**src/rtl/mem_sram_bridge_pkg.sv**
```systemverilog
// Shared types and constants for the MEM-stage SRAM-like data bus bridge.
package mem_sram_bridge_pkg;

    localparam int unsigned CPU_ADDR_W = 32;
    localparam int unsigned DATA_W     = 32;
    localparam int unsigned STRB_W     = 4;

    typedef enum logic [1:0] {
        ST_IDLE  = 2'd0,
        ST_WAIT  = 2'd1,
        ST_DONE  = 2'd2,
        ST_DRAIN = 2'd3
    } state_e;

    localparam logic [1:0] SIZE_B = 2'd0;
    localparam logic [1:0] SIZE_H = 2'd1;
    localparam logic [1:0] SIZE_W = 2'd2;

    localparam logic [CPU_ADDR_W-1:0] KSEG_MASK = 32'h1FFF_FFFF;

    // kseg0/kseg1 occupy 0x8000_0000..0xBFFF_FFFF
    function automatic logic is_kseg01(input logic [CPU_ADDR_W-1:0] addr);
        return addr[31:30] == 2'b10;
    endfunction

endpackage

```
**src/rtl/mem_sram_bridge_if.sv**
```systemverilog
// SRAM-like split-transaction data bus (req/addr_ok, then data_ok).
interface mem_sram_bridge_if
    import mem_sram_bridge_pkg::*;
#(
    parameter int unsigned ADDR_W = 32
);
    logic                data_req;
    logic                data_wr;
    logic [1:0]          data_size;
    logic [STRB_W-1:0]   data_wstrb;
    logic [ADDR_W-1:0]   data_addr;
    logic [DATA_W-1:0]   data_wdata;
    logic                data_addr_ok;
    logic                data_data_ok;
    logic [DATA_W-1:0]   data_rdata;

    modport master (
        output data_req, data_wr, data_size, data_wstrb, data_addr, data_wdata,
        input  data_addr_ok, data_data_ok, data_rdata
    );

    modport slave (
        input  data_req, data_wr, data_size, data_wstrb, data_addr, data_wdata,
        output data_addr_ok, data_data_ok, data_rdata
    );
endinterface

```
**src/rtl/mem_addr_map.sv**
```systemverilog
// Combinational virtual-to-physical map: kseg0/kseg1 fold onto the low 512 MB.
// Only present when MEM_BRIDGE_KSEG_MAP_EN is defined.
`ifdef MEM_BRIDGE_KSEG_MAP_EN
module mem_addr_map
    import mem_sram_bridge_pkg::*;
(
    input  logic [CPU_ADDR_W-1:0] vaddr,
    output logic [CPU_ADDR_W-1:0] paddr
);
    assign paddr = is_kseg01(vaddr) ? (vaddr & KSEG_MASK) : vaddr;
endmodule
`endif

```
**src/rtl/mem_sram_bridge.sv**
```systemverilog
// MEM-stage to SRAM-like data bus bridge; stalls the pipe until data_ok.
// Optional MEM_BRIDGE_KSEG_MAP_EN maps kseg0/kseg1 addresses to physical.
module mem_sram_bridge
    import mem_sram_bridge_pkg::*;
#(
    parameter int unsigned ADDR_W = 32
) (
    input  logic                   clk,
    input  logic                   rst,
    input  logic                   mem_req,
    input  logic                   mem_wr,
    input  logic [STRB_W-1:0]      mem_sel,
    input  logic [1:0]             mem_size,
    input  logic [CPU_ADDR_W-1:0]  mem_addr,
    input  logic [DATA_W-1:0]      mem_wdata,
    input  logic [31:0]            mem_excepttype,
    input  logic                   sc_failed,
    input  logic                   flush,
    input  logic                   pipe_go,
    output logic [DATA_W-1:0]      mem_rdata,
    output logic                   mem_stall,
    mem_sram_bridge_if.master      bus
);
    state_e                 state_q, state_d;
    logic [DATA_W-1:0]      rdata_q, rdata_d;
    logic                   go;
    logic [CPU_ADDR_W-1:0]  phys_addr;

`ifdef MEM_BRIDGE_KSEG_MAP_EN
    mem_addr_map u_addr_map (
        .vaddr (mem_addr),
        .paddr (phys_addr)
    );
`else
    assign phys_addr = mem_addr;
`endif

    // Killed accesses (exception, flush, failed SC) never reach the bus
    assign go = mem_req & ~flush & (mem_excepttype == 32'd0) & ~(mem_wr & sc_failed);

    always_ff @(posedge clk) begin
        if (rst) begin
            state_q <= ST_IDLE;
            rdata_q <= '0;
        end else begin
            state_q <= state_d;
            rdata_q <= rdata_d;
        end
    end

    always_comb begin
        state_d      = state_q;
        rdata_d      = rdata_q;
        mem_stall    = 1'b0;
        bus.data_req = 1'b0;
        case (state_q)
            ST_IDLE: begin
                bus.data_req = go;
                mem_stall    = go;
                if (go && bus.data_addr_ok) state_d = ST_WAIT;
            end
            ST_WAIT: begin
                mem_stall = 1'b1;
                if (bus.data_data_ok) begin
                    if (flush) begin
                        state_d = ST_IDLE;
                    end else begin
                        if (!mem_wr) rdata_d = bus.data_rdata;
                        state_d = ST_DONE;
                    end
                end else if (flush) begin
                    state_d = ST_DRAIN;
                end
            end
            ST_DONE: begin
                if (pipe_go || flush) state_d = ST_IDLE;
            end
            ST_DRAIN: begin
                // in-flight transfer cannot be cancelled; swallow its data_ok
                mem_stall = mem_req;
                if (bus.data_data_ok) state_d = ST_IDLE;
            end
            default: state_d = ST_IDLE;
        endcase
        if (rst) begin
            mem_stall    = 1'b0;
            bus.data_req = 1'b0;
        end
    end

    assign bus.data_wr    = mem_wr;
    assign bus.data_size  = mem_size;
    assign bus.data_wstrb = mem_wr ? mem_sel : '0;
    assign bus.data_addr  = phys_addr[ADDR_W-1:0];
    assign bus.data_wdata = mem_wdata;
    assign mem_rdata      = rdata_q;

endmodule
```
**src/flat_wrapper.sv**
```systemverilog
// flat-port wrapper written by rule: the top's interface ports become plain ports
module mem_sram_bridge_flat import mem_sram_bridge_pkg::*;
#(
    parameter int unsigned ADDR_W = 32
)
  (clk, rst, mem_req, mem_wr, mem_sel, mem_size, mem_addr, mem_wdata, mem_excepttype, sc_failed, flush, pipe_go, mem_rdata, mem_stall, bus_data_req, bus_data_wr, bus_data_size, bus_data_wstrb, bus_data_addr, bus_data_wdata, bus_data_addr_ok, bus_data_data_ok, bus_data_rdata);
  mem_sram_bridge_if #(.ADDR_W(ADDR_W)) bus_i ();
  input  logic clk;
  input  logic rst;
  input  logic mem_req;
  input  logic mem_wr;
  input  logic [STRB_W-1:0] mem_sel;
  input  logic [1:0] mem_size;
  input  logic [CPU_ADDR_W-1:0] mem_addr;
  input  logic [DATA_W-1:0] mem_wdata;
  input  logic [31:0] mem_excepttype;
  input  logic sc_failed;
  input  logic flush;
  input  logic pipe_go;
  output logic [DATA_W-1:0] mem_rdata;
  output logic mem_stall;
  output wire logic [$bits(bus_i.data_req)-1:0] bus_data_req;
  output wire logic [$bits(bus_i.data_wr)-1:0] bus_data_wr;
  output wire logic [$bits(bus_i.data_size)-1:0] bus_data_size;
  output wire logic [$bits(bus_i.data_wstrb)-1:0] bus_data_wstrb;
  output wire logic [$bits(bus_i.data_addr)-1:0] bus_data_addr;
  output wire logic [$bits(bus_i.data_wdata)-1:0] bus_data_wdata;
  input wire logic [$bits(bus_i.data_addr_ok)-1:0] bus_data_addr_ok;
  input wire logic [$bits(bus_i.data_data_ok)-1:0] bus_data_data_ok;
  input wire logic [$bits(bus_i.data_rdata)-1:0] bus_data_rdata;
  assign bus_data_req = bus_i.data_req;
  assign bus_data_wr = bus_i.data_wr;
  assign bus_data_size = bus_i.data_size;
  assign bus_data_wstrb = bus_i.data_wstrb;
  assign bus_data_addr = bus_i.data_addr;
  assign bus_data_wdata = bus_i.data_wdata;
  assign bus_i.data_addr_ok = bus_data_addr_ok;
  assign bus_i.data_data_ok = bus_data_data_ok;
  assign bus_i.data_rdata = bus_data_rdata;
  mem_sram_bridge #(.ADDR_W(ADDR_W)) u_core (.clk(clk), .rst(rst), .mem_req(mem_req), .mem_wr(mem_wr), .mem_sel(mem_sel), .mem_size(mem_size), .mem_addr(mem_addr), .mem_wdata(mem_wdata), .mem_excepttype(mem_excepttype), .sc_failed(sc_failed), .flush(flush), .pipe_go(pipe_go), .mem_rdata(mem_rdata), .mem_stall(mem_stall), .bus(bus_i));
endmodule
```
**config.mk**
```make
export PLATFORM = sky130hd
export DESIGN_NAME = mem_sram_bridge_flat
export DESIGN_NICKNAME = d
export VERILOG_FILES = /design/src/rtl/mem_sram_bridge_pkg.sv /design/src/rtl/mem_sram_bridge_if.sv /design/src/rtl/mem_addr_map.sv /design/src/rtl/mem_sram_bridge.sv /design/src/flat_wrapper.sv
export SDC_FILE = /design/constraint.sdc
export NUM_CORES = 1
export LEC_CHECK = 0
export BUFFER_PORTS_ARGS = -buffer_cell sky130_fd_sc_hd__buf_2
export CAP_MARGIN = 20
export CORE_AREA = 2 2 97 99
export CTS_BUF_LIST = sky130_fd_sc_hd__clkbuf_4
export CTS_CLUSTER_DIAMETER = 40
export DETAILED_ROUTE_END_ITERATION = 10
export DIE_AREA = 0 0 99 101
export GPL_TIMING_DRIVEN = 0
export SLEW_MARGIN = 25
export SYNTH_ARGS = -nofsm -noshare
export SYNTH_HDL_FRONTEND = slang
export SYNTH_SLANG_ARGS = --single-unit
```
**constraint.sdc**
```tcl
create_clock -name clk -period 2.2 [get_ports clk]
set_input_delay 0.33 -clock clk [delete_from_list [all_inputs] [get_ports clk]]
set_output_delay 0.33 -clock clk [all_outputs]
set_load 0.02 [all_outputs]
```
==> results of run 1 <==
[final cells by class]
type	count	area (um^2)	area share (%)
plain buffers	78	599	19.6
clock buffers	5	37.5	1.23
clock inverters	1	3.75	0.123
inverters	1	3.75	0.123
multi-input cells	129	696	22.7
flip-flops and latches	34	681	22.2
well taps	111	139	4.54
repair buffers	180	901	29.4
[power breakdown]
group | internal [W] | leakage (nW) | switching, W
Sequential | 0.000615 | 0.274 | 0.00000000000000278
Combinational | 0.000175 | 1.25 | 0.000162
Clock | 0.000109 | 0.0246 | 0.000204
Total | 0.000899 | 1.55 | 0.000366
[flip-flops by register name (all words and copies together), names as in the netlist]
register / cells
u_core.mem_rdata: 32
u_core.state_q: 2
[metal layers]
layer | vias up | wire length [um] | track usage (%)
met3 | 4 | 667 | 3.47
li1 | 1092 | - | -
met4 | 0 | 51 | 2.85
met1 | 943 | 2200 | 11.4
met2 | 133 | 3080 | 20.8
met5 | - | 0 | 0
[metrics by stage]
step	worst slack, ns	hold slack, ns
2_1_floorplan	0.376	0.465
3_3_place_gp	0.333	0.442
3_5_place_dp	0.360	0.449
4_1_cts	0.120	0.207
5_1_grt	0.0258	0.205
6_report	0.162	0.229
[cell usage in the layout (no fill, tap or decap), types with 2 or more instances in the layout]
| master | instances |
|---|---|
| and2_1 | 4 |
| o21ai_0 | 2 |
| nand2b_1 | 2 |
| a21oi_2 | 19 |
| buf_4 | 67 |
| nand4_1 | 2 |
| buf_12 | 2 |
| nand2_1 | 65 |
| nor4_1 | 8 |
| clkbuf_1 | 4 |
| dfxtp_1 | 34 |
| buf_2 | 183 |
| a21oi_1 | 14 |
| clkbuf_4 | 5 |
[cells by family after synthesis]
| family | after synthesis |
|---|---|
| AO/OA/AOI/OAI | 38 |
| flip-flops | 34 |
| AND/OR/NAND/NOR | 91 |
| buffers and inverters | 79 |
[how the worst min path moves through the flow]
stage | end | slack [ns]
2_1_floorplan | u_core.state_q[0] | 0.46
3_3_place_gp | u_core.mem_rdata[9] | 0.44
3_5_place_dp | u_core.mem_rdata[22] | 0.45
4_1_cts | u_core.mem_rdata[10] | 0.21
5_1_grt | u_core.mem_rdata[10] | 0.21
6_report | u_core.mem_rdata[10] | 0.23
[worst max-delay path: cells and delay by family, from the launching register on]
kind,cells,cell delay (ns)
AO/OA/AOI/OAI,1,0.13
buffers and inverters,1,0.15
flip-flops,1,0.35
AND/OR/NAND/NOR,3,0.76
==> impl_metrics.tcl, run 1 <==
set metrics [dict create \
    outcome "completed" \
    initial_core_util_pct 22.0 \
    drv_cap 0 \
    yosys_warnings 0 \
    synth_edf_count 0 \
    ctsHoldBuffers 0 \
    antenna_found_initial 0 \
    via_per_inst 4.03 \
    hold_path_depth 3 \
    post_cts_resized 0 \
    yosys.area_share.simple_pct 21.4 \
    synth.area.top_cells "dfxtp_1 (34%), buf_4 (25%), nand2_1 (12%)" \
    reg2reg_from "u_core.state_q[1]" \
    synth_top_family_by_area "buffers and inverters" \
    min_path_type "in -> reg" \
    drt_iter0_markers 29 \
    grt_max_degree 11 \
    postLayoutCoreUtil_pct 34.1 \
    synth_ff_type "dfxtp_1" \
    drcViolationCount 0 \
    clock-sinks 34 \
    synth-async-reset-ratio_pct 0 \
    cts_root_buf "clkbuf_4" \
    synth.distinct_cells 29 \
    wl_um 5990 \
    synth_fa_ha_area_share_pct 0 \
    ant_nets 0 \
    post-route-period-util_pct 92.6 \
    drv_slew 0 \
    worstMarginPinSlew_ns 0.727 \
    htree_levels 2 \
    hpwl_um 4920 \
    ys_top_cells_by_count "buf_4 (67), nand2_1 (65), dfxtp_1 (34)" \
    cp-endpoint "mem_stall" \
    totalNegativeSetupSlack_ns 0 \
    rows 35 \
    cp.arrival_ns 1.71 \
    gr-total-overflow 0 \
    synth_most_common_cell "buf_4" \
    ys_ff_latch 34 \
    core_um2 8980 \
    fillerInstances 976 \
    wl_per_cell_um 11.1 \
    critical_path_peak_fanout 4 \
    syn_area_um2 1980 \
    dieArea_um2 10000 \
    rsz0062_at_grt "no" \
    p_leak_nw 1.55 \
    synth_xor_area_share_pct 0 \
    dp_cells 533 \
    fin_cells 539 \
    globalplace.congestion 0.774 \
    port_buffers 180 \
    crit_type "reg -> out" \
    synth_compound_area_share_pct 13.7 \
    reg2reg_to "u_core.mem_rdata[27]" \
    min_from "bus_data_rdata[10]" \
    synth_mux_area_share_pct 0 \
    layout.nets 572 \
    cts_buffers 5 \
    slowest_delay_ns 0.37 \
    layout-drive-gt1-share_pct 65.9 \
    cts_buffer_depth 2 \
    final_cell_area_um2 3060 \
    worstSkewPairLatency_ns 0.33 \
    fp.dieH_um 101 \
    ios 248 \
    die_w_um 99 \
    synth_top_cell_area_share_pct 34.4 \
    power_w 0.00127 \
    crit_path_start "u_core.state_q[1]" \
    cts_tree "done" \
    power.density_nw_per_um2 413 \
    max_freq_mhz 491 \
    peakVddDrop_mv 0.148 \
    required_ns 1.87 \
    synth_nets 385 \
    drt_first_pass_iters 4 \
    cp_slowest_cell "nor4_1" \
    syn_inst 242 \
    critical_path.cell_chain "nor4_1 > nand4_1 > nor3_2 > a31o_2 > buf_2" \
    syn2layout_area_growth_pct 54.6 \
    synth_top_area_cell "dfxtp_1" \
    timing_hold_violations_final 0 \
    grt_first_pass_wirelength_um 8630 \
    skew_ns 0.00502 \
    finalCriticalPeriod_ns 2.04 \
    diodes 0 \
    synth.avg_cell_area_um2 8.18 \
    relSlewSlack_pct 51.6 \
    first_global_vias 1970 \
    vias 2172 \
    setup_violations 0 \
    end_kind "output port" \
    reg2reg_depth 5 \
    ys_seq_area_share_pct 34.4 \
    clk_pin_slew_worst_paths_ns 0.10 \
    crit_path_start_kind "register" \
    placed_area_um2 3020 \
    rrSetupSlack_ns 0.77 \
    postCtsSetupBuffers 0 \
    grt.total_usage_pct 10.9 \
]
(Power assumes the default switching activity.)
==> inputs of run 2 (changes only) <==
--- a/config.mk
+++ b/config.mk
@@ -5,13 +5,13 @@
 export SDC_FILE = /design/constraint.sdc
 export NUM_CORES = 1
 export LEC_CHECK = 0
-export BUFFER_PORTS_ARGS = -buffer_cell sky130_fd_sc_hd__buf_2
 export CAP_MARGIN = 20
-export CORE_AREA = 2 2 97 99
+export CORE_AREA = 2 2 96 98
 export CTS_BUF_LIST = sky130_fd_sc_hd__clkbuf_4
 export CTS_CLUSTER_DIAMETER = 40
 export DETAILED_ROUTE_END_ITERATION = 10
-export DIE_AREA = 0 0 99 101
+export DIE_AREA = 0 0 98 100
+export DONT_BUFFER_PORTS = 1
 export GPL_TIMING_DRIVEN = 0
 export SLEW_MARGIN = 25
 export SYNTH_ARGS = -nofsm -noshare
==> run 2 against run 1 <==
Worst hold slack got worse by 0.11 ns; combinational power down 35%; register-to-register slack worse by 0.08 ns; highest routed layer unchanged.
==> impl_metrics.tcl, run 2 (synthesis results as in run 1) <==
set metrics [dict create \
    outcome "completed" \
    cts_root_buf "clkbuf_4" \
    largest_register_ffs 32 \
    hpwl_um 4470 \
    setup_ws_ns 0.184 \
    fp.dieH_um 100 \
    max_freq_mhz 496 \
    gr-total-overflow 0 \
    required_ns 1.87 \
    ctsHoldBuffers 0 \
    clock-sinks 34 \
    cts_buffer_depth 2 \
    drv_cap 0 \
    first_global_vias 1401 \
    crit_path_start_kind "register" \
    drt_iter0_markers 7 \
    finalCriticalPeriod_ns 2.02 \
    timing_hold_violations_final 0 \
    vias 1560 \
    post-route-period-util_pct 91.6 \
    min_path_type "in -> reg" \
    cts_tree "done" \
    p_leak_nw 0.799 \
    clk_pin_slew_worst_paths_ns 0.11 \
    wl_per_cell_um 14.9 \
    rows 35 \
    dp_slack_ns 0.0982 \
    via_per_inst 4.31 \
    worstMarginPinSlew_ns 0.714 \
    end_kind "output port" \
    layout_commonest_cell "buf_4" \
    drt_first_pass_iters 4 \
    final_cell_mix "buf_4 (68), nand2_1 (65), dfxtp_1 (34), a21oi_2 (19), a21oi_1 (14)" \
    syn2layout_area_growth_pct 11.2 \
    worstSkewPairLatency_ns 0.32 \
    critical_path_peak_fanout 4 \
    holdWs_ns 0.124 \
    globalplace.congestion 0.794 \
    postLayoutCoreUtil_pct 24.8 \
    grt_first_pass_wirelength_um 7400 \
    drcViolationCount 0 \
    layout.nets 393 \
    crit_type "reg -> out" \
    totalNegativeSetupSlack_ns 0 \
    power.density_nw_per_um2 536 \
    ios 248 \
    cts_buffers 5 \
    grt.total_usage_pct 9.98 \
    final_cell_area_um2 2200 \
    initial_core_util_pct 22.3 \
    cp.arrival_ns 1.69 \
    placed_area_um2 2120 \
    ant_nets 0 \
    drv_slew 0 \
    die_w_um 98 \
    grt_max_degree 11 \
    relSlewSlack_pct 52.4 \
    diodes 0 \
    peakVddDrop_mv 0.170 \
    antenna_found_initial 0 \
    core_um2 8890 \
    skew_ns 0.00748 \
    fillerInstances 983 \
    rsz0062_at_grt "no" \
    layout-drive-gt1-share_pct 42.6 \
    port_buffers 0 \
    rrSetupSlack_ns 0.69 \
    setup_violations 0 \
    dieArea_um2 9800 \
    wl_um 5380 \
    htree_levels 2 \
]
==> run 2: stage by stage <==
step | power (W) | instances
2_1_floorplan | 0.000836 | 242
3_3_place_gp | 0.000852 | 353
3_5_place_dp | 0.000852 | 353
4_1_cts | 0.00121 | 361
5_1_grt | 0.00124 | 362
6_report | 0.00118 | 362
==> run 2: worst paths after layout <==
check | depth (start not counted) | to | start
worst max-delay path | 3 | bus_data_req | u_core.state_q[1]
worst min-delay path | 2 | u_core.mem_rdata[7] | bus_data_rdata[7]
worst max register to register | 5 | u_core.mem_rdata[30] | u_core.state_q[1]
worst min register to register | 2 | u_core.mem_rdata[7] | u_core.mem_rdata[7]
==> run 2: layout make-up <==
class	instances	area, um^2	share of cell area (%)
Tap cell	111	139	6.31
Inverter	1	3.75	0.171
Clock inverter	2	8.76	0.398
Sequential cell	34	681	30.9
Clock buffer	6	45.0	2.05
Timing Repair Buffer	1	7.51	0.341
Buffer	78	599	27.2
Multi-Input combinational cell	129	717	32.6
==> run 2: worst max-delay path, stage by stage, from the launching register on <==
cell	delay, ns
dfxtp_1	0.38
nor4_4	0.32
nand4_1	0.19
nor4_2	0.46
==> run 2: power by group <==
group	internal, W	switching (W)
registers	0.000615	0.00000000000000555
logic	0.0000910	0.000129
clock network	0.000133	0.000212
total	0.000839	0.000341
==> run 2: layer usage <==
metal | global-route usage (%) | vias up | share of wire (%)
li1 | - | 738 | -
met1 | 10.6 | 695 | 33
met2 | 18.9 | 123 | 55
met3 | 3.41 | 4 | 11
met4 | 2.56 | 0 | 0.78
met5 | 0 | - | 0
==> run 2: what timing repair did <==
action / 4_1_cts / 5_1_grt
gates resized for setup: 2 / 1
setup buffers: 0 / 1
pin swaps: 0 / 1
endpoints found under the setup margin: 2 / 2
